<file path="config.mk">
export PLATFORM = sky130hd
export DESIGN_NAME = resilient_stage_ctrl_flat
export DESIGN_NICKNAME = d
export VERILOG_FILES = /design/src/rtl/resilient_stage_if.sv /design/src/rtl/resilient_stage_ctrl.sv /design/src/flat_wrapper.sv
export SDC_FILE = /design/constraint.sdc
export NUM_CORES = 1
export LEC_CHECK = 0
export BUFFER_PORTS_ARGS = -buffer_cell sky130_fd_sc_hd__clkbuf_2
export CORE_UTILIZATION = 45
export CTS_CLUSTER_SIZE = 8
export DETAILED_ROUTE_END_ITERATION = 8
export HOLD_SLACK_MARGIN = 0.02
export PLACE_DENSITY = 0.85
export SLEW_MARGIN = 20
export SYNTH_ARGS = -nofsm -noshare
export SYNTH_HDL_FRONTEND = slang
export SYNTH_SLANG_ARGS = --single-unit
export TNS_END_PERCENT = 10
</file>
<file path="constraint.sdc">
create_clock -name clk -period 1.7 [get_ports clk]
set_input_delay 0.34 -clock clk [delete_from_list [all_inputs] [get_ports clk]]
set_output_delay 0.34 -clock clk [all_outputs]
set_load 0.05 [all_outputs]
</file>
<file path="src/rtl/resilient_stage_if.sv">
// resilient_stage_if: left/right 4-phase handshake, error-detect and statistics signals of one resilient stage
interface resilient_stage_if #(
  parameter int WIDTH    = 8,
  parameter int ERRCNT_W = 8
);
  logic                Lreq;
  logic                Lack;
  logic [WIDTH-1:0]    Ldata;
  logic                Rreq;
  logic                Rack;
  logic [WIDTH-1:0]    Rdata;
  logic                LEreq;
  logic                sample;
  logic                Err1;
  logic                Err0;
  logic                err_illegal;
  logic [ERRCNT_W-1:0] err_count;
  modport slave (
    input  Lreq, Ldata, Rack, Err1, Err0,
    output Lack, Rreq, Rdata, LEreq, sample, err_illegal, err_count
  );
  modport master (
    output Lreq, Ldata, Rack, Err1, Err0,
    input  Lack, Rreq, Rdata, LEreq, sample, err_illegal, err_count
  );
endinterface

</file>
<file path="src/rtl/resilient_stage_ctrl.sv">
// resilient_stage_ctrl: timing-resilient stage controller; `define ERR_STATS_EN to build the error counter and illegal flag
module resilient_stage_ctrl #(
  parameter int WIDTH    = 8,
  parameter int DELAY    = 2,
  parameter int RESIL    = 1,
  parameter int ERRCNT_W = 8
) (
  input logic               clk,
  input logic               rst,
  resilient_stage_if.slave  bus
);
  localparam logic [2:0] IDLE   = 3'd0;
  localparam logic [2:0] DLY    = 3'd1;
  localparam logic [2:0] SAMP   = 3'd2;
  localparam logic [2:0] RECOV  = 3'd3;
  localparam logic [2:0] OUT_UP = 3'd4;
  localparam logic [2:0] OUT_DN = 3'd5;
  localparam int CW = $clog2((DELAY > RESIL ? DELAY : RESIL) + 1);
  logic [2:0]       state_q, state_d;
  logic [CW-1:0]    cnt_q, cnt_d;
  logic             lack_q, lack_d;
  logic             rreq_q, rreq_d;
  logic             le_q;
  logic [WIDTH-1:0] rdata_q, rdata_d;
  logic             cap;
  // A capture needs the left side returned to zero and the right side idle (or just leaving OUT_DN)
  assign cap     = bus.Lreq && !lack_q && !bus.Rack && (state_q == IDLE || state_q == OUT_DN);
  assign lack_d  = cap | (lack_q & bus.Lreq);
  assign rdata_d = cap ? bus.Ldata : rdata_q;
  // Right-side FSM: delay, sample window, optional recovery, then output handshake
  always_comb begin
    state_d = state_q;
    cnt_d   = cnt_q;
    rreq_d  = rreq_q;
    case (state_q)
      IDLE, OUT_DN: begin
        if (cap) begin
          state_d = DLY;
          cnt_d   = CW'(DELAY - 1);
        end else if (state_q == OUT_DN && !bus.Rack) state_d = IDLE;
      end
      DLY: begin
        cnt_d   = cnt_q - 1'b1;
        state_d = (cnt_q == '0) ? SAMP : DLY;
      end
      SAMP: begin
        if (bus.Err1) begin
          state_d = RECOV;
          cnt_d   = CW'(RESIL - 1);
        end else if (bus.Err0) begin
          state_d = OUT_UP;
          rreq_d  = 1'b1;
        end
      end
      RECOV: begin
        cnt_d   = cnt_q - 1'b1;
        state_d = (cnt_q == '0) ? OUT_UP : RECOV;
        rreq_d  = (cnt_q == '0);
      end
      OUT_UP: begin
        state_d = bus.Rack ? OUT_DN : OUT_UP;
        rreq_d  = !bus.Rack;
      end
      default: state_d = IDLE;
    endcase
  end
  // State, handshake and token registers
  always_ff @(posedge clk) begin
    if (rst) begin
      state_q <= IDLE;
      cnt_q   <= '0;
      lack_q  <= 1'b0;
      rreq_q  <= 1'b0;
      le_q    <= 1'b0;
      rdata_q <= '0;
    end else begin
      state_q <= state_d;
      cnt_q   <= cnt_d;
      lack_q  <= lack_d;
      rreq_q  <= rreq_d;
      le_q    <= cap;
      rdata_q <= rdata_d;
    end
  end
  assign bus.Lack   = lack_q;
  assign bus.Rreq   = rreq_q;
  assign bus.Rdata  = rdata_q;
  assign bus.LEreq  = le_q;
  assign bus.sample = (state_q == SAMP);
`ifdef ERR_STATS_EN
  logic                err_ev, ill_ev;
  logic [ERRCNT_W-1:0] errc_q, errc_d;
  logic                ill_q, ill_d;
  assign err_ev = (state_q == SAMP) && bus.Err1;
  assign ill_ev = err_ev && bus.Err0;
  assign errc_d = (err_ev && errc_q != '1) ? errc_q + 1'b1 : errc_q;
  assign ill_d  = ill_q | ill_ev;
  // Saturating error counter and sticky illegal-pair flag
  always_ff @(posedge clk) begin
    if (rst) begin
      errc_q <= '0;
      ill_q  <= 1'b0;
    end else begin
      errc_q <= errc_d;
      ill_q  <= ill_d;
    end
  end
  assign bus.err_count   = errc_q;
  assign bus.err_illegal = ill_q;
`else
  assign bus.err_count   = ERRCNT_W'(0);
  assign bus.err_illegal = 1'b0;
`endif
endmodule

</file>
<file path="src/flat_wrapper.sv">
// flat-port wrapper written by rule: the top's interface ports become plain ports
module resilient_stage_ctrl_flat 
#(
  parameter int WIDTH    = 8,
  parameter int DELAY    = 2,
  parameter int RESIL    = 1,
  parameter int ERRCNT_W = 8
)
  (clk, rst, bus_Lreq, bus_Ldata, bus_Rack, bus_Err1, bus_Err0, bus_Lack, bus_Rreq, bus_Rdata, bus_LEreq, bus_sample, bus_err_illegal, bus_err_count);
  resilient_stage_if #(.WIDTH(WIDTH), .ERRCNT_W(ERRCNT_W)) bus_i ();
  input logic clk;
  input logic rst;
  input wire logic [$bits(bus_i.Lreq)-1:0] bus_Lreq;
  input wire logic [$bits(bus_i.Ldata)-1:0] bus_Ldata;
  input wire logic [$bits(bus_i.Rack)-1:0] bus_Rack;
  input wire logic [$bits(bus_i.Err1)-1:0] bus_Err1;
  input wire logic [$bits(bus_i.Err0)-1:0] bus_Err0;
  output wire logic [$bits(bus_i.Lack)-1:0] bus_Lack;
  output wire logic [$bits(bus_i.Rreq)-1:0] bus_Rreq;
  output wire logic [$bits(bus_i.Rdata)-1:0] bus_Rdata;
  output wire logic [$bits(bus_i.LEreq)-1:0] bus_LEreq;
  output wire logic [$bits(bus_i.sample)-1:0] bus_sample;
  output wire logic [$bits(bus_i.err_illegal)-1:0] bus_err_illegal;
  output wire logic [$bits(bus_i.err_count)-1:0] bus_err_count;
  assign bus_i.Lreq = bus_Lreq;
  assign bus_i.Ldata = bus_Ldata;
  assign bus_i.Rack = bus_Rack;
  assign bus_i.Err1 = bus_Err1;
  assign bus_i.Err0 = bus_Err0;
  assign bus_Lack = bus_i.Lack;
  assign bus_Rreq = bus_i.Rreq;
  assign bus_Rdata = bus_i.Rdata;
  assign bus_LEreq = bus_i.LEreq;
  assign bus_sample = bus_i.sample;
  assign bus_err_illegal = bus_i.err_illegal;
  assign bus_err_count = bus_i.err_count;
  resilient_stage_ctrl #(.WIDTH(WIDTH), .DELAY(DELAY), .RESIL(RESIL), .ERRCNT_W(ERRCNT_W)) u_core (.clk(clk), .rst(rst), .bus(bus_i));
endmodule
</file>
# Word-level counts from Yosys, hierarchy flattened
# Index checks and enable logic that the tools add are counted.
[totals] ff_bits=16 elab_cells=50 in_bits=14 output_inout_bits=21
[classes] n_bitwise=2 n_reduce_logical=16 eq_ne=11 n_addsub=1 mux=14
[op_table] op="two-way mux 3 bit" n=5
[op_table] op="case mux 3 bit (5 select lines)" n=1
[op_table] op="== test 3 x 2 -> 1 bit, second input constant" n=2
[op_table] op="== test 3 bit, second input constant" n=2
[op_table] op="two-way mux 2 bit" n=3
[op_table] op="inequality test 2 bit, second input constant" n=3
[op_table] op="case mux 2 bit (3 select lines)" n=1
[op_table] op="AND reduction 3 bit" n=2
[op_table] op="nonzero test 3 bit" n=2
[op_table] op="logical AND 1 bit" n=4
[op_table] op="OR reduction 2 bit" n=2
[op_table] op="== test 3 x 1 -> 1 bit, second input constant" n=1
[op_table] op="logical NOT 3 bit" n=1
[op_table] op="two-way mux 1 bit" n=3
[op_table] op="inequality test 3 x 1 -> 1 bit, second input constant" n=1
[op_table] op="inequality test 3 bit, second input constant" n=1
[op_table] op="case mux 1 bit (3 select lines)" n=1
[op_table] op="logical NOT 1 bit" n=2
[op_table] op="logical NOT 2 bit" n=1
[op_table] op="inequality test 2 x 1 -> 1 bit, second input constant" n=1
[op_table] op="AND reduction 2 bit" n=1
[op_table] op="subtractor 2 x 1 -> 2 bit, second input constant" n=1
[op_table] op="AND 1 bit" n=1
[op_table] op="logical OR 1 bit" n=1
[op_table] op="bitwise OR 1 bit" n=1

# Logic depth before layout (Yosys ltp)
[depth] ltp_word=6 mapped_depth=6

# Worst setup path after synthesis
# Ideal clock, no wire load.
[synth_timing] kind="register to output" from="register u_core.state_q[1]" to="output bus_sample" required_time_ps=1360 n_path_buf=1 slack_ps=158 stages_incl_launch_ff=4 arrival_ps=1202 path_cell_list="dfxtp_1 -> buf_2 -> nand2b_1 -> nor2_1"
[synth_via] elab_chain_len=1
[synth_rtl] element="from (decl)" line="resilient_stage_ctrl.sv:19" text="logic [2:0] state_q, state_d;"
[synth_rtl] element="from (signal assigned)" line="resilient_stage_ctrl.sv:77" text="state_q <= state_d;"
[synth_rtl] element="== test 3 x 2 -> 1 bit" line="resilient_stage_ctrl.sv:89" text="assign bus.sample = (state_q == SAMP);"
[synth_rtl] element="to (decl)" line="flat_wrapper.sv:22" text="output wire logic [$bits(bus_i.sample)-1:0] bus_sample;"
# Every way passes these cells.

# Final worst setup path
[layout_timing] from="register u_core.state_q[2]" to="output bus_sample"
# Same word-level chain as after synthesis.

==> results.json <==
{
  "synth_flop_cell": "dfxtp_1",
  "drive_above_1_share": 0.291,
  "finalWirelength_mm": 1.49,
  "path_clk_slew_ns": 0.09,
  "p_sw_uw": 348,
  "setup_ws_ns": 0.0744,
  "synth_top_area_share": 0.404,
  "ys_warn_count": 0,
  "relSlewSlack": 0.655,
  "reg2reg_depth": 4,
  "preCtsSetupSlack_ns": 0.253,
  "area_growth_pct": 14.2,
  "status": "completed",
  "routed_via_density": 5.03,
  "grt_max_degree": 18,
  "async_flop_share": 0,
  "finClkSkew_ns": 0.00452,
  "hold_buffers": 0,
  "grt_pass1_wl_mm": 2.48,
  "start_kind": "register",
  "cp.arrival_ns": 1.29,
  "drt_iter0_drc": 12,
  "synth_edf_count": 0,
  "pwr-share-seq": 0.450,
  "dr.pass1.iters": 6,
  "cts_tree": "built",
  "timing.fmax_ghz": 0.615,
  "p_int_uw": 627,
  "design_area_um2": 906,
  "grt_overflow": 0,
  "required_ns": 1.36,
  "placed_cell_area_um2": 866,
  "die_y_um": 44.0,
  "finalCritPeriodShare": 0.956,
  "synth_cell_type_count": 29,
  "worst_ir_drop_vdd_mv": 0.647,
  "cts-htree-levels": 1,
  "slowest_stage": "dfxtp_1",
  "fin_hold_ws_ns": 0.279,
  "grtUsageTotal": 0.179,
  "final_antenna_net_count": 0,
  "critPathKind": "register to output port",
  "fin_crit_ns": 1.63,
  "rsz0062_at_grt": "false",
  "tns_ns": 0,
  "final-setup-viol-count": 0,
  "ys_top_cells_by_area": "dfxtp_1 40%, mux2i_1 10%, buf_4 8.5%, nor2_1 7.6%, nand4bb_4 3.5%",
  "hold_viol_final": 0,
  "gp_congestion": 0.864,
  "start_util": 0.503,
  "io_buffers": 25,
  "cp_cell_sequence": "nand2b_1 > nor2_1 > clkbuf_4",
  "drv_cap": 0,
  "powerDensity_nw_per_um2": 1080,
  "wl_per_cell_um": 11.8,
  "combPwrFrac": 0.293,
  "coreArea_um2": 1580,
  "clockBufferDepth": 2,
  "netSwitchingFraction": 0.357,
  "drc": 0,
  "synth_cells": 87,
  "antenna_cells": 0,
  "fin_nets": 126,
  "dp_hpwl_mm": 1.15,
  "slowest_delay_ns": 0.39,
  "ys_ff_latch": 16,
  "end_kind": "output port",
  "cts.sinks": 16,
  "dr_total_vias": 634,
  "pin_count": 35,
  "hold_depth": 3,
  "pwr-share-clk": 0.257,
  "crit_fanout": 9,
  "post_cts_buffers": 0,
  "rows": 14,
  "utilization": 0.575,
  "first_global_vias": 620,
  "tightestPinTransition_ns": 0.512,
  "synthTopCellsByCount": "16 x dfxtp_1, 16 x nor2_1, 9 x buf_4, 8 x mux2i_1, 5 x inv_1",
  "dieWidth_um": 44.0,
  "cts_buffers": 3,
  "synth_largest_area_cell": "dfxtp_1",
  "insertion_delay_ns": 0.29,
  "syn-cell-area_um2": 793,
  "power_leakage_uw": 0.000455,
  "slew_viol_final": 0,
  "hold_class": "primary input to register",
  "yosysSeqAreaShare": 0.404,
  "root_buffer": "clkbuf_4",
  "antenna_found_initial": 0,
  "synth_area_per_cell_um2": 9.12,
  "dieArea_um2": 1930
}
## worst paths after layout
kind	startpoint	endpoint	slack (ns)
max	u_core.state_q[2]$_SDFFE_PP0P_	bus_sample	0.07
min	bus_Ldata[3]	u_core.bus.Rdata[3]$_SDFFE_PP0P_	0.28
max reg2reg	u_core.state_q[0]$_SDFFE_PP0P_	u_core.bus.Rdata[7]$_SDFFE_PP0P_	0.25
min reg2reg	u_core.bus.Rreq$_SDFFE_PP0P_	u_core.bus.Rreq$_SDFFE_PP0P_	0.49
## power by group through the flow
stage               clock network [µW]  registers (µW)  logic (µW)
floorplan                            0             495         202
global route                       272             443         307
detailed placement                   0             446         284
global placement                     0             443         277
finish                             251             439         285
CTS                                257             438         284
## layer usage
| layer | routed length (µm) | vias to the layer above | global-route usage |
|---|---|---|---|
| met5 | 0 | - | 0 |
| met4 | 26 | 0 | 0.145 |
| met3 | 67 | 4 | 0.0375 |
| met2 | 728 | 24 | 0.284 |
| met1 | 663 | 284 | 0.206 |
| li1 | - | 322 | - |
## worst max-delay path, delay by kind of cell (launching register included)
kind                   cells  cell delay (ns)
DFF                        1             0.39
and+or+nand+nor            2             0.36
buffers and inverters      1             0.24
## per-stage QoR
stage,power [µW],std cells
3_5_place_dp,730,122
6_report,974,126
2_1_floorplan,697,95
3_3_place_gp,719,122
4_1_cts,979,126
5_1_grt,1020,126
## cell usage in the layout, fill, tap and decap left out, types with 4 or more instances in the layout
master    instances
clkbuf_2         24
nor2_1           16
inv_1             5
dfxtp_1          15
a21oi_1           4
mux2i_1           8
conb_1            9
clkbuf_4          4
## cell families (layout without fill, tap and decap cells)
kind of cell | after synthesis | in the layout | share of synthesized area
AND/OR/NAND/NOR | 26 | 26 | 0.185
AO/OA/AOI/OAI | 16 | 16 | 0.137
flip-flops | 16 | 16 | 0.404
buffers and inverters | 19 | 34 | 0.153
multiplexers | 8 | 8 | 0.101
other | 1 | 9 | 0.00473
adder cells (fa/ha/maj) | 1 | 1 | 0.0158
## state kept, by name (all words and copies together), names as in the netlist
| name | flops |
|---|---|
| u_core.bus.Rdata | 8 |
| u_core.state_q | 3 |
| u_core.cnt_q | 2 |
| u_core.bus.LEreq | 1 |
| u_core.bus.Lack | 1 |
| u_core.bus.Rreq | 1 |
## repair_timing
item,CTS,global route
gates cloned,0,0
endpoints found under the setup margin,1,1
gates resized for setup,1,2
## area by class of cell
class,instances,area (µm²)
fillers,145,671
multi-input cells,60,382
flip-flops and latches,16,322
repair buffers,25,128
clock buffers,4,36.3
well taps,16,20.0
inverters,5,18.8
Note: power is estimated with default switching activity, not from simulation.
